### src/rtl/uart_tx_arbiter_pkg.sv
// Shared encodings for the UART TX arbiter: combined FSM state names and 8N1 framing constants.
// The chip-side printer model reuses these so both ends agree on the frame layout.
package uart_tx_arbiter_pkg;

    typedef enum logic [2:0] {
        ST_IDLE  = 3'd0,
        ST_LOCK  = 3'd1,
        ST_START = 3'd2,
        ST_DATA  = 3'd3,
        ST_STOP  = 3'd4
    } tx_state_t;

    localparam logic START_BIT = 1'b0;
    localparam logic STOP_BIT  = 1'b1;
    localparam int   DATA_BITS = 8;

endpackage

### src/rtl/uart_tx_serializer.sv
// 8N1 shifter: a load pulse starts a START/DATA/STOP frame on the registered tx line;
// done is high during the final STOP cycle so the caller can hand over without a bubble.
module uart_tx_serializer
    import uart_tx_arbiter_pkg::*;
#(
    parameter int CLKS_PER_BIT = 16
) (
    input  logic                 clk,
    input  logic                 rstb,
    input  logic                 load,
    input  logic [DATA_BITS-1:0] data,
    output logic                 tx,
    output logic                 done
);

    localparam int BW = $clog2(CLKS_PER_BIT);
    localparam int CW = $clog2(DATA_BITS);
    localparam logic [BW-1:0] BAUD_LAST = BW'(CLKS_PER_BIT - 1);
    localparam logic [CW-1:0] BIT_LAST  = CW'(DATA_BITS - 1);

    tx_state_t            phase_q, phase_d;
    logic [BW-1:0]        baud_q, baud_d;
    logic [CW-1:0]        bit_q, bit_d;
    logic [DATA_BITS-1:0] shift_q, shift_d;
    logic                 tx_q, tx_d;
    logic                 baud_end;

    always_ff @(posedge clk or negedge rstb) begin
        if (!rstb) begin
            phase_q <= ST_IDLE;
            baud_q  <= '0;
            bit_q   <= '0;
            shift_q <= '0;
            tx_q    <= STOP_BIT;
        end else begin
            phase_q <= phase_d;
            baud_q  <= baud_d;
            bit_q   <= bit_d;
            shift_q <= shift_d;
            tx_q    <= tx_d;
        end
    end

    assign baud_end = (baud_q == BAUD_LAST);

    always_comb begin
        phase_d = phase_q;
        baud_d  = baud_q;
        bit_d   = bit_q;
        shift_d = shift_q;
        tx_d    = tx_q;
        if (phase_q != ST_IDLE) begin
            baud_d = baud_end ? '0 : baud_q + 1'b1;
        end
        case (phase_q)
            ST_START: begin
                if (baud_end) begin
                    phase_d = ST_DATA;
                    bit_d   = '0;
                    tx_d    = shift_q[0];
                end
            end
            ST_DATA: begin
                if (baud_end) begin
                    if (bit_q == BIT_LAST) begin
                        phase_d = ST_STOP;
                        tx_d    = STOP_BIT;
                    end else begin
                        // Next bit is presented from the unshifted word so tx changes on the bit boundary.
                        bit_d   = bit_q + 1'b1;
                        shift_d = {1'b0, shift_q[DATA_BITS-1:1]};
                        tx_d    = shift_q[1];
                    end
                end
            end
            ST_STOP: begin
                if (baud_end) begin
                    phase_d = ST_IDLE;
                end
            end
            default: begin
                tx_d   = STOP_BIT;
                baud_d = '0;
                if (load) begin
                    phase_d = ST_START;
                    shift_d = data;
                    tx_d    = START_BIT;
                end
            end
        endcase
    end

    always_comb begin
        tx   = tx_q;
        done = (phase_q == ST_STOP) && baud_end;
    end

endmodule

### src/rtl/uart_tx_arbiter.sv
// Round-robin, message-atomic sharing of one UART TX pin among NUM_REQ byte sources.
// A granted source keeps the line until its last byte's STOP bit or until it stalls MAX_GAP cycles.
module uart_tx_arbiter
    import uart_tx_arbiter_pkg::*;
#(
    parameter int NUM_REQ      = 4,
    parameter int CLKS_PER_BIT = 16,
    parameter int MAX_GAP      = 255
) (
    input  logic                   clk,
    input  logic                   rstb,
    input  logic [NUM_REQ-1:0]     req_valid,
    input  logic [8*NUM_REQ-1:0]   req_data,
    input  logic [NUM_REQ-1:0]     req_last,
    output logic [NUM_REQ-1:0]     req_ready,
    output logic                   tx,
    output logic                   busy,
    output logic [2:0]             grant_id,
    output logic                   gap_abort
);

    localparam int RW = $clog2(NUM_REQ);
    localparam int GW = (MAX_GAP > 1) ? $clog2(MAX_GAP) : 1;
    localparam logic [GW-1:0] GAP_LAST = GW'(MAX_GAP - 1);

    // ST_START here stands for "frame owned by the serializer" (its START, DATA and STOP phases).
    tx_state_t     state_q, state_d;
    logic [2:0]    grant_q, grant_d;
    logic [RW-1:0] rr_q, rr_d;
    logic [GW-1:0] gap_q, gap_d;
    logic          last_q, last_d;
    logic          gap_abort_q, gap_abort_d;

    logic [7:0]    src_byte [NUM_REQ];
    logic [RW-1:0] gidx, rr_after;
    logic [2:0]    pick;
    logic          found, xfer, ser_done;

    for (genvar gi = 0; gi < NUM_REQ; gi++) begin : g_src
        assign src_byte[gi] = req_data[8*gi +: 8];
    end

    assign gidx     = grant_q[RW-1:0];
    assign rr_after = (gidx == RW'(NUM_REQ - 1)) ? '0 : gidx + 1'b1;
    assign xfer     = (state_q == ST_LOCK) && req_valid[gidx];

    always_comb begin : arb_pick
        logic [RW:0] slot;
        pick  = '0;
        found = 1'b0;
        slot  = '0;
        for (int k = 0; k < NUM_REQ; k++) begin
            slot = {1'b0, rr_q} + (RW+1)'(k);
            if (slot >= (RW+1)'(NUM_REQ)) slot = slot - (RW+1)'(NUM_REQ);
            if (!found && req_valid[slot[RW-1:0]]) begin
                found = 1'b1;
                pick  = 3'(slot[RW-1:0]);
            end
        end
    end

    uart_tx_serializer #(.CLKS_PER_BIT(CLKS_PER_BIT)) u_ser (
        .clk  (clk),
        .rstb (rstb),
        .load (xfer),
        .data (src_byte[gidx]),
        .tx   (tx),
        .done (ser_done)
    );

    always_ff @(posedge clk or negedge rstb) begin
        if (!rstb) begin
            state_q     <= ST_IDLE;
            grant_q     <= '0;
            rr_q        <= '0;
            gap_q       <= '0;
            last_q      <= 1'b0;
            gap_abort_q <= 1'b0;
        end else begin
            state_q     <= state_d;
            grant_q     <= grant_d;
            rr_q        <= rr_d;
            gap_q       <= gap_d;
            last_q      <= last_d;
            gap_abort_q <= gap_abort_d;
        end
    end

    always_comb begin
        state_d     = state_q;
        grant_d     = grant_q;
        rr_d        = rr_q;
        gap_d       = gap_q;
        last_d      = last_q;
        gap_abort_d = 1'b0;
        case (state_q)
            ST_IDLE: begin
                if (found) begin
                    state_d = ST_LOCK;
                    grant_d = pick;
                    gap_d   = '0;
                end
            end
            ST_LOCK: begin
                if (xfer) begin
                    state_d = ST_START;
                    last_d  = req_last[gidx];
                    gap_d   = '0;
                end else if (gap_q == GAP_LAST) begin
                    state_d     = ST_IDLE;
                    rr_d        = rr_after;
                    gap_d       = '0;
                    gap_abort_d = 1'b1;
                end else begin
                    gap_d = gap_q + 1'b1;
                end
            end
            default: begin
                if (ser_done) begin
                    gap_d   = '0;
                    state_d = last_q ? ST_IDLE : ST_LOCK;
                    if (last_q) rr_d = rr_after;
                end
            end
        endcase
    end

    always_comb begin
        req_ready = '0;
        if (state_q == ST_LOCK) req_ready[gidx] = 1'b1;
        busy      = (state_q != ST_IDLE);
        grant_id  = grant_q;
        gap_abort = gap_abort_q;
    end

endmodule

### config.mk
export PLATFORM = sky130hd
export DESIGN_NAME = uart_tx_arbiter
export DESIGN_NICKNAME = d
export VERILOG_FILES = /design/src/rtl/uart_tx_arbiter_pkg.sv /design/src/rtl/uart_tx_serializer.sv /design/src/rtl/uart_tx_arbiter.sv
export SDC_FILE = /design/constraint.sdc
export NUM_CORES = 1
export LEC_CHECK = 0
export BUFFER_PORTS_ARGS = -buffer_cell sky130_fd_sc_hd__buf_2
export CORE_MARGIN = 3
export CORE_UTILIZATION = 49
export DETAILED_ROUTE_END_ITERATION = 8
export HOLD_SLACK_MARGIN = 0.02
export PLACE_DENSITY = 0.77
export REMOVE_ABC_BUFFERS = 1
export SYNTH_ARGS = -nofsm -noshare
export SYNTH_HDL_FRONTEND = slang
export SYNTH_SLANG_ARGS = --single-unit
### constraint.sdc
create_clock -name clk -period 2 [get_ports clk]
set_clock_uncertainty 0.15 [all_clocks]
set_input_delay 0.4 -clock clk [delete_from_list [all_inputs] [get_ports clk]]
set_output_delay 0.4 -clock clk [all_outputs]
set_load 0.02 [all_outputs]
# [After elaboration in Yosys (flattened, before gate mapping)]
# Cells that the tools add are included.
[totals] output_inout_bits=10 wordCells=155 input_bits=42 ff_bits=37
[classes] mux=71 magnitude_cmp=11 n_eq_ne=18 n_reduce_logical=29 bitwise_logic=4 add_sub_neg=11
[op_table] operator="$mux 8" count=9
[op_table] operator="$mux 3" count=13
[op_table] operator="$pmux 8 s2" count=2
[op_table] operator="$mux 2" count=11
[op_table] operator="$mux 1" count=19
[op_table] operator="$bmux 8 s2" count=1
[op_table] operator="$mux 4" count=4
[op_table] operator="$lt 2x3->1 const B" count=5
[op_table] operator="$bmux 1 s2" count=6
[op_table] operator="$ge 3x3->1 const B" count=4
[op_table] operator="$ne 2x1->1 const B" count=6
[op_table] operator="$pmux 3 s2" count=2
[op_table] operator="$reduce_and 5->1" count=2
[op_table] operator="$pmux 3 s3" count=1
[op_table] operator="$reduce_bool 3->1" count=3
[op_table] operator="$add 8x1->8 const B" count=1
[op_table] operator="$eq 8x8->1 const B" count=1
[op_table] operator="$reduce_and 4->1" count=2
[op_table] operator="$reduce_bool 2->1" count=4
[op_table] operator="$sub 2x1->2 const B" count=4
[op_table] operator="$add 2x2->3 const B" count=2
[op_table] operator="$eq 3x2->1 const B" count=2
[op_table] operator="$eq 3x3->1 const B" count=2
[op_table] operator="$logic_and 1x1->1" count=6
[op_table] operator="23 further kinds" count=32

# [Logic depth before layout (Yosys ltp)]
# Gate-level depths: netlist of the first run.
[logic_depth] depth_word=16 depth_mapped=7

# [By module]
# A second synthesis of the first run with hierarchy kept.
[unflattened] hier_cells=224 area_unflattened_um2=2317.2
[modules_own_cells] module="uart_tx_arbiter" instances=1 seq_area_each_um2=400.4 area_each_um2=1267.5 cells_per_inst=123
[modules_own_cells] module="uart_tx_serializer" instances=1 seq_area_each_um2=476.7 area_each_um2=1049.8 cells_per_inst=101

# [Worst setup path after synthesis of the first run]
# No wires, ideal clock.
[synth_path] kind="reg2reg" startpoint="register grant_q[0] (netlist: grant_id[0])" endpoint="register u_ser.shift_q[0]" setup_time_ns=0.125 setup_slack_ns=-0.325 arrival_ns=2.051 stages_incl_launch_ff=7 cell_sequence="dfrtp_1 -> buf_6 -> or3b_1 -> o22a_2 -> o21a_1 -> nor3_4 -> mux2_2"
[synth_between] elab_chain_cells=6
[synth_rtl] item="start: declaration" line_no="uart_tx_arbiter.sv:28" text="logic [2:0] grant_q, grant_d;"
[synth_rtl] item="start signal: assignment" line_no="uart_tx_arbiter.sv:81" text="grant_q <= grant_d;"
[synth_rtl] item="$not 2->3 (not written as such)" line_no="uart_tx_arbiter.sv:66" text=".data (src_byte[gidx]),"
[synth_rtl] item="$bmux 8 s2" line_no="uart_tx_arbiter.sv:66"
[synth_rtl] item="$mux 8 (not written as such) (2 in a row)" line_no="uart_tx_arbiter.sv:66"
[synth_rtl] item="$mux 8" line_no="uart_tx_serializer.sv:84" text="if (load) begin"
[synth_rtl] item="$pmux 8 s2" line_no="uart_tx_serializer.sv:55" text="case (phase_q)"
[synth_rtl] item="end signal: assignment" line_no="uart_tx_serializer.sv:39" text="shift_q <= shift_d;"
[synth_rtl] item="end: declaration" line_no="uart_tx_serializer.sv:24" text="logic [DATA_BITS-1:0] shift_q, shift_d;"
# Parallel ways exist; a longest one is shown, timed or not. The select of a mux whose other input is x is not followed.
# A chain may end at the register's enable or synchronous reset.

# [Worst setup path in the final report of the first run]
[layout_path] startpoint="register state_q[1]" endpoint="register u_ser.shift_q[2]"
[layout_between] elab_chain_cells=4
[layout_rtl] item="start: declaration" line_no="uart_tx_arbiter.sv:27" text="tx_state_t state_q, state_d;"
[layout_rtl] item="start signal: assignment" line_no="uart_tx_arbiter.sv:80" text="state_q <= state_d;"
[layout_rtl] item="$eq 3x1->1" line_no="uart_tx_arbiter.sv:45" text="assign xfer = (state_q == ST_LOCK) && req_valid[gidx];"
[layout_rtl] item="$logic_and 1x1->1" line_no="uart_tx_arbiter.sv:45"
[layout_rtl] item="$reduce_bool 2->1 (no source line)"
[layout_rtl] item="$reduce_and 4->1 (no source line)"
# No other way between the ends.

==> results of run 1 <==
[layout by cell type (no fill, tap or decap), types with 2 or more instances in the layout]
master / count
bufinv_16: 2
o21ai_0: 14
nor2_1: 12
mux2i_2: 2
nand2_1: 22
mux2_2: 10
clkbuf_8: 5
nor3b_1: 3
ha_1: 9
dfrtp_1: 33
nor2_2: 2
mux2i_1: 2
a21oi_1: 16
mux2_4: 6
nand2b_1: 4
and2_1: 4
nor2b_1: 3
o22ai_1: 2
inv_1: 6
nor3_1: 6
nand3_1: 7
a21o_1: 5
buf_6: 3
mux4_2: 8
buf_2: 48
o21a_1: 2
buf_4: 30
[worst max-delay path, stage by stage, from the launching register on]
cell	delay (ns)
dfrtp_1	0.42
or3b_1	0.38
o22a_2	0.20
o21a_1	0.20
nor3_4	0.17
buf_12	0.16
mux2_2	0.33
[stage by stage]
step           instance area, um2  total power, W  setup TNS, ns  worst slack (ns)
3_3_place_gp                 2721       0.0008841        -0.1674          -0.02500
4_1_cts                      2914        0.001664        -0.8518           -0.1092
6_report                     2973        0.001648        -0.8579           -0.1293
5_1_grt                      2973        0.001714         -1.398           -0.1738
3_5_place_dp                 2721       0.0008913        -0.7415          -0.09815
2_1_floorplan                2171       0.0008096         -4.525           -0.4599
[cell type report]
type,count,area [um2],area share (%)
tap,50,62.56,2.104
timing repair buffer,83,529.3,17.80
sequential,35,878.3,29.55
clock inverter,3,67.56,2.273
clock buffer,5,68.82,2.315
inverter,6,22.52,0.7576
multi-input combinational,169,1344,45.20
[cells by family after synthesis]
kind of cell	Yosys count
AO/OA/AOI/OAI	50
XOR/XNOR	2
adder cells (fa/ha/maj)	9
buffers and inverters	14
flip-flops	35
multiplexers	29
other	1
AND/OR/NAND/NOR	78
[final timing paths]
check / cells past startpoint / slack [ns] / to / from
worst max-delay path: 6 / -0.13 / u_ser.shift_q[2]$_DFFE_PN0P_ / state_q[1]$_DFFE_PN0P_
worst min-delay path: 3 / 0.32 / grant_id[0]$_DFFE_PN0P_ / req_valid[0]
worst max register to register: 6 / -0.13 / u_ser.shift_q[2]$_DFFE_PN0P_ / state_q[1]$_DFFE_PN0P_
worst min register to register: 1 / 0.36 / u_ser.baud_q[0]$_DFFE_PN0P_ / u_ser.baud_q[0]$_DFFE_PN0P_
max in group asynchronous: 3 / 0.81 / u_ser.tx$_DFFE_PN1P_ / rstb
min in group asynchronous: 3 / 0.55 / u_ser.shift_q[4]$_DFFE_PN0P_ / rstb
[power breakdown]
group	switching (W)	internal, W	total [W]
registers	0.00000544	0.000713	0.000719
logic	0.0000734	0.0000941	0.000167
clock network	0.000264	0.000497	0.000761
total	0.000343	0.00130	0.00165
[repair_timing]
action / in CTS / in global routing
setup buffers: 1 / 1
endpoints found under the setup margin: 14 / 22
hold endpoints to repair: 34 / 0
hold buffers: 1 / 0
pin swaps: 1 / 4
gates resized for setup: 10 / 15
[routing by layer]
metal,part of all wire [%],vias up,track usage (%)
met4,1.4,0,7.172
li1,-,959,-
met2,55,37,43.30
met1,40,986,23.04
met3,3.9,6,6.474
met5,0,-,0
[state kept, by name, indices dropped and copies added, names as in the netlist, 2 cells and up]
signal,flops
state_q,2
grant_id,2
gap_q,8
u_ser.phase_q,3
rr_q,2
u_ser.baud_q,4
u_ser.shift_q,8
u_ser.bit_q,3
==> metrics.md, run 1 <==
| Metric | Value |
|---|---|
| Outcome | finished, violations left |
| Failing checks | negative setup slack |
| N_diodes | 0 |
| Max_cap viols | 0 |
| First-pass GRT wire length | between 9 and 10 mm |
| Remaining global-route overflow | 0 |
| RePlAce Congestion | 0.8477 |
| Final hold violation count | 0 |
| CTS tree | done |
| Post-synthesis mux area share | 19.27% |
| Post-synthesis simple-gate area fraction | 18.47% |
| Cell count after synthesis | ~220 |
| Die width | 73.23 um |
| FMAX | approximately 470 MHz |
| Ys async rst share | 100.0% |
| Cell area after synthesis | ~2200 um2 |
| Vias per cell | 5.664 |
| Setup slack after layout | -0.1293 ns |
| Crit path kind | register to register |
| Top Ports | between 50 and 60 |
| Core Region | about 4200 um2 |
| Layout net count | roughly 350 |
| Initial antenna violation count | 0 |
| Startpoint Class | register |
| Die Y | 73.23 um |
| Top FF cell, synth | dfrtp_1 |
| DR iter-0 viols | 91 |
| Setup crit end kind | register |
| Final Slew Violations | 0 |
| Clock latency on the worst-skew pair | ~0.29 ns |
| Non-filler instance count after layout | ~350 |
| Worst Hold Class | input pin to register |
| Post-synthesis sequential area ratio | around 40% |
| Post-Synth XOR/XNOR Area | less than 1% |
| Share of cells above drive strength 1 | 43.85% |
| Power density over cell area | about 550 nW/um2 |
| Top cells by count, synth | 34 x dfrtp_1, 22 x nand2_1, 16 x a21oi_1, 16 x mux2_2 |
| Root buf cell | clkbuf_8 |
| Most frequent cell after synthesis | dfrtp_1 |
| # fillers | a little under 300 |
| Top cell type by total area after synthesis | dfrtp_1 |
| Placed Cells | 340 |
| Syn_area_per_cell | slightly above 10 um2 |
| Synth-to-layout area growth | 34.24% |
| Initial Utilization | 53.07% |
| WL per Instance | about 16 um |
| CP required | about 2 ns |
| Data arrival, critical path | ~2.2 ns |
| #FFs+latches synth | 35 |
| Clk buf depth | 2 |
| Complex-gate fraction of the synthesized area | 13.62% |
| Hold Slack | ~0.32 ns |
| H-tree levels | 2 |
| Final antenna-violating net count | 0 |
| Static Leak | approximately 1.4 nW |
| IO buf count | 50 |
| Row count | 23 |
| Max Fanout on Critical Path | 8 |
| Number of flops mapped to enable cells by yosys | 0 |
| Remaining DRCs | 0 |
| Setup Viol. Count Final | 9 |
| Dpl hpwl | 4.040 mm |
| Normalized max-slew margin | between 60% and 70% |
| Min cycle time layout | ~2.1 ns |
| Largest family of logic cells by synthesized area | multiplexers |
| Worst-path clk slew | 0.08 ns |
| Max VDD drop | between 0.0003 and 0.0004 V |
| Detailed-route via count | around 2000 |
| Area contributors post-synth | dfrtp_1 38%, mux2_2 8.1%, mux4_2 8.1% |
| Worst-margin pin slew | approximately 0.58 ns |
| Adder-Cell Fraction of Synth Area | between 5 and 6% |
| Die area | 5363 um2 |
| Largest net degree at the start of global routing | 36 |
| Utilization after layout | 71.24% |
| TritonCTS Sinks | 35 |
| Total track usage | 22.56% |
| Detailed Route WL | between 5 and 6 mm |
| Synthesis warning total | 0 |
| Total CTS buffers | 5 |
| Top-area cell type share of the netlist area | roughly 38% |
| Final period utilization | 106.5% |
| First-pass detailed-route iteration total | 4 |
| Number of global-route vias before repair | roughly 2100 |
| Netlist cell types | 49 |
| RSZ-0062 raised after global routing | true |
Note: power is estimated with default switching activity, not from simulation.
==> inputs of run 2 (changes only) <==
Settings changed: BUFFER_PORTS_ARGS -buffer_cell sky130_fd_sc_hd__buf_2 to not set, CAP_MARGIN set to 20, CORE_UTILIZATION 49 to 57, DONT_BUFFER_PORTS set to 1, PLACE_DENSITY 0.77 to 0.75.
==> metrics.md, run 2 (synthesized netlist as in run 1, its figures left out) <==
| Metric | Value |
|---|---|
| Crit-path leading delay family | simple AND/OR/NAND/NOR gates |
| Detailed Route WL | about 5.8 mm |
| Delay of the slowest critical-path stage | a little over 0.4 ns |
| Most frequent cells in the layout | 34 x dfrtp_1, 28 x buf_4, 22 x nand2_1, 16 x a21oi_1, 14 x o21ai_0 |
| CP required | between 2 and 2.5 ns |
| Worst Hold Class | input pin to register |
| Crit path buffers/inverters | 1 |
| Remaining global-route overflow | 0 |
| Reg2reg setup slack | -0.14 ns |
| Top Ports | 52 |
| DR iter-0 viols | 69 |
| Worst Min Path Start | req_valid[3] |
| Final hold violation count | 0 |
| Crit path cell chain | or3b_4, o22a_2, o21a_1, nor3_4, buf_6, mux2_2 |
| Crit path kind | register to register |
| Worst Setup EP | u_ser.shift_q[0]$_DFFE_PN0P_ |
| Largest net degree at the start of global routing | 36 |
| CTS tree | done |
| Power after layout | 0.001442 W |
| Die width | between 60 and 70 um |
| First-pass GRT wire length | 8.135 mm |
| Core Region | 3716 um2 |
| Root buf cell | clkbuf_8 |
| First-pass detailed-route iteration total | 4 |
| R2r startpoint | state_q[1]$_DFFE_PN0P_ |
| RePlAce Congestion | 0.7693 |
| Layout net count | between 300 and 400 |
| Final antenna-violating net count | 0 |
| Share of cells above drive strength 1 | 36.47% |
| Row count | 22 |
| Clk buf depth | 2 |
| Setup crit end kind | register |
| Initial antenna violation count | 4 |
| Worst path slowest cell | dfrtp_1 |
| Dpl hpwl | approximately 3.9 mm |
| Static Leak | 1.196 nW |
| Die Y | between 60 and 70 um |
| Max Fanout on Critical Path | 8 |
| Remaining DRCs | 0 |
| Worst-case reg-to-reg path depth | 6 |
| RSZ-0062 raised after global routing | true |
| Detailed-route via count | 1885 |
| Total CTS buffers | 5 |
| H-tree levels | 2 |
| Total track usage | between 20% and 30% |
| Power density over cell area | 522.2 nW/um2 |
| Vias per cell | about 6.1 |
| Final Slew Violations | 0 |
| Synth-to-layout area growth | 24.69% |
| Hold Slack | 0.2438 ns |
| Outcome | finished, violations left |
| Setup slack after layout | -0.1387 ns |
| Most common cell after layout, fill and taps aside | dfrtp_1 |
| Top flop regs | gap_q x8, u_ser.shift_q x8, u_ser.baud_q x4 |
| IO buf count | 0 |
| Max_cap viols | 0 |
| Failing checks | negative setup slack |
| Critical path depth | 6 |
| FMAX | 467.6 MHz |
| Data arrival, critical path | 2.17 ns |
| Number of global-route vias before repair | 1845 |
| WL per Instance | 18.81 um |
| Initial Utilization | 59.60% |
| Final period utilization | 106.9% |
| # fillers | 256 |
| TritonCTS Sinks | 35 |
| Die area | 4669 um2 |
| Setup crit start | state_q[1]$_DFFE_PN0P_ |
| Max VDD drop | about 0.00045 V |
| Clock latency on the worst-skew pair | roughly 0.29 ns |
| FF-to-FF End | u_ser.shift_q[0]$_DFFE_PN0P_ |
| Startpoint Class | register |
| Setup Viol. Count Final | 11 |
| Worst-path clk slew | ~0.070 ns |
| Min cycle time layout | between 2 and 2.5 ns |
## run 2: what timing repair did
action                     CTS  global route
gates resized for setup      4            34
setup endpoints to repair   16            21
pin swaps                    2             5
hold endpoints to repair    35             0
hold buffers                 2             0
setup buffers                1            10
## run 2: worst reg2reg max path, delay by kind of cell, from the launching register on
family                 cells  cell delay (ns)
AND/OR/NAND/NOR            2             0.55
buffers and inverters      1             0.16
multiplexers               1             0.34
flip-flops                 1             0.41
AO/OA/AOI/OAI              2             0.41
## run 2: layer usage
metal | global-route usage, % | share of wire, % | vias to the layer above
met5 | 0 | 0 | -
met4 | 9.926 | 3.3 | 0
met3 | 4.926 | 4.9 | 16
met2 | 44.77 | 53 | 65
met1 | 25.24 | 39 | 937
li1 | - | - | 867
## run 2: power breakdown
part	internal, W	total [W]	leakage, nW	switching [W]
sequential	0.000714	0.000720	0.467	0.00000665
clock	0.000314	0.000563	0.0515	0.000249
combinational	0.0000876	0.000158	0.677	0.0000707
total	0.00112	0.00144	1.20	0.000327
## run 2: worst min-delay path by stage
stage                                               to  cells after the start
after CTS                      grant_id[0]$_DFFE_PN0P_                      2
final                          grant_id[1]$_DFFE_PN0P_                      2
after global routing           grant_id[0]$_DFFE_PN0P_                      2
after floorplan                    gap_abort$_DFF_PN0_                      0
after global placement     u_ser.baud_q[0]$_DFFE_PN0P_                      0
after detailed placement  u_ser.shift_q[1]$_DFFE_PN0P_                      0
## run 2: final cells by class
type | instances | area (um2) | share of cell area (%)
Sequential cell | 35 | 877.1 | 31.76
Inverter | 6 | 25.02 | 0.9062
Clock buffer | 8 | 100.1 | 3.625
Tap cell | 48 | 60.06 | 2.175
Antenna cell | 4 | 10.01 | 0.3625
Timing Repair Buffer | 37 | 322.8 | 11.69
Multi-Input combinational cell | 169 | 1366 | 49.48
## run 2: metrics by stage
stage	utilization [%]	setup TNS (ns)	instances	setup WS (ns)	instance area, um2
after floorplan	-	-4.525	210	-0.4599	2171
after global placement	64.88	-0.1813	282	-0.02630	2411
after detailed placement	64.88	-0.7426	282	-0.08938	2411
after CTS	69.02	-0.6561	293	-0.08383	2565
after global routing	74.31	-1.697	307	-0.1882	2761
final	74.31	-0.9364	307	-0.1387	2761
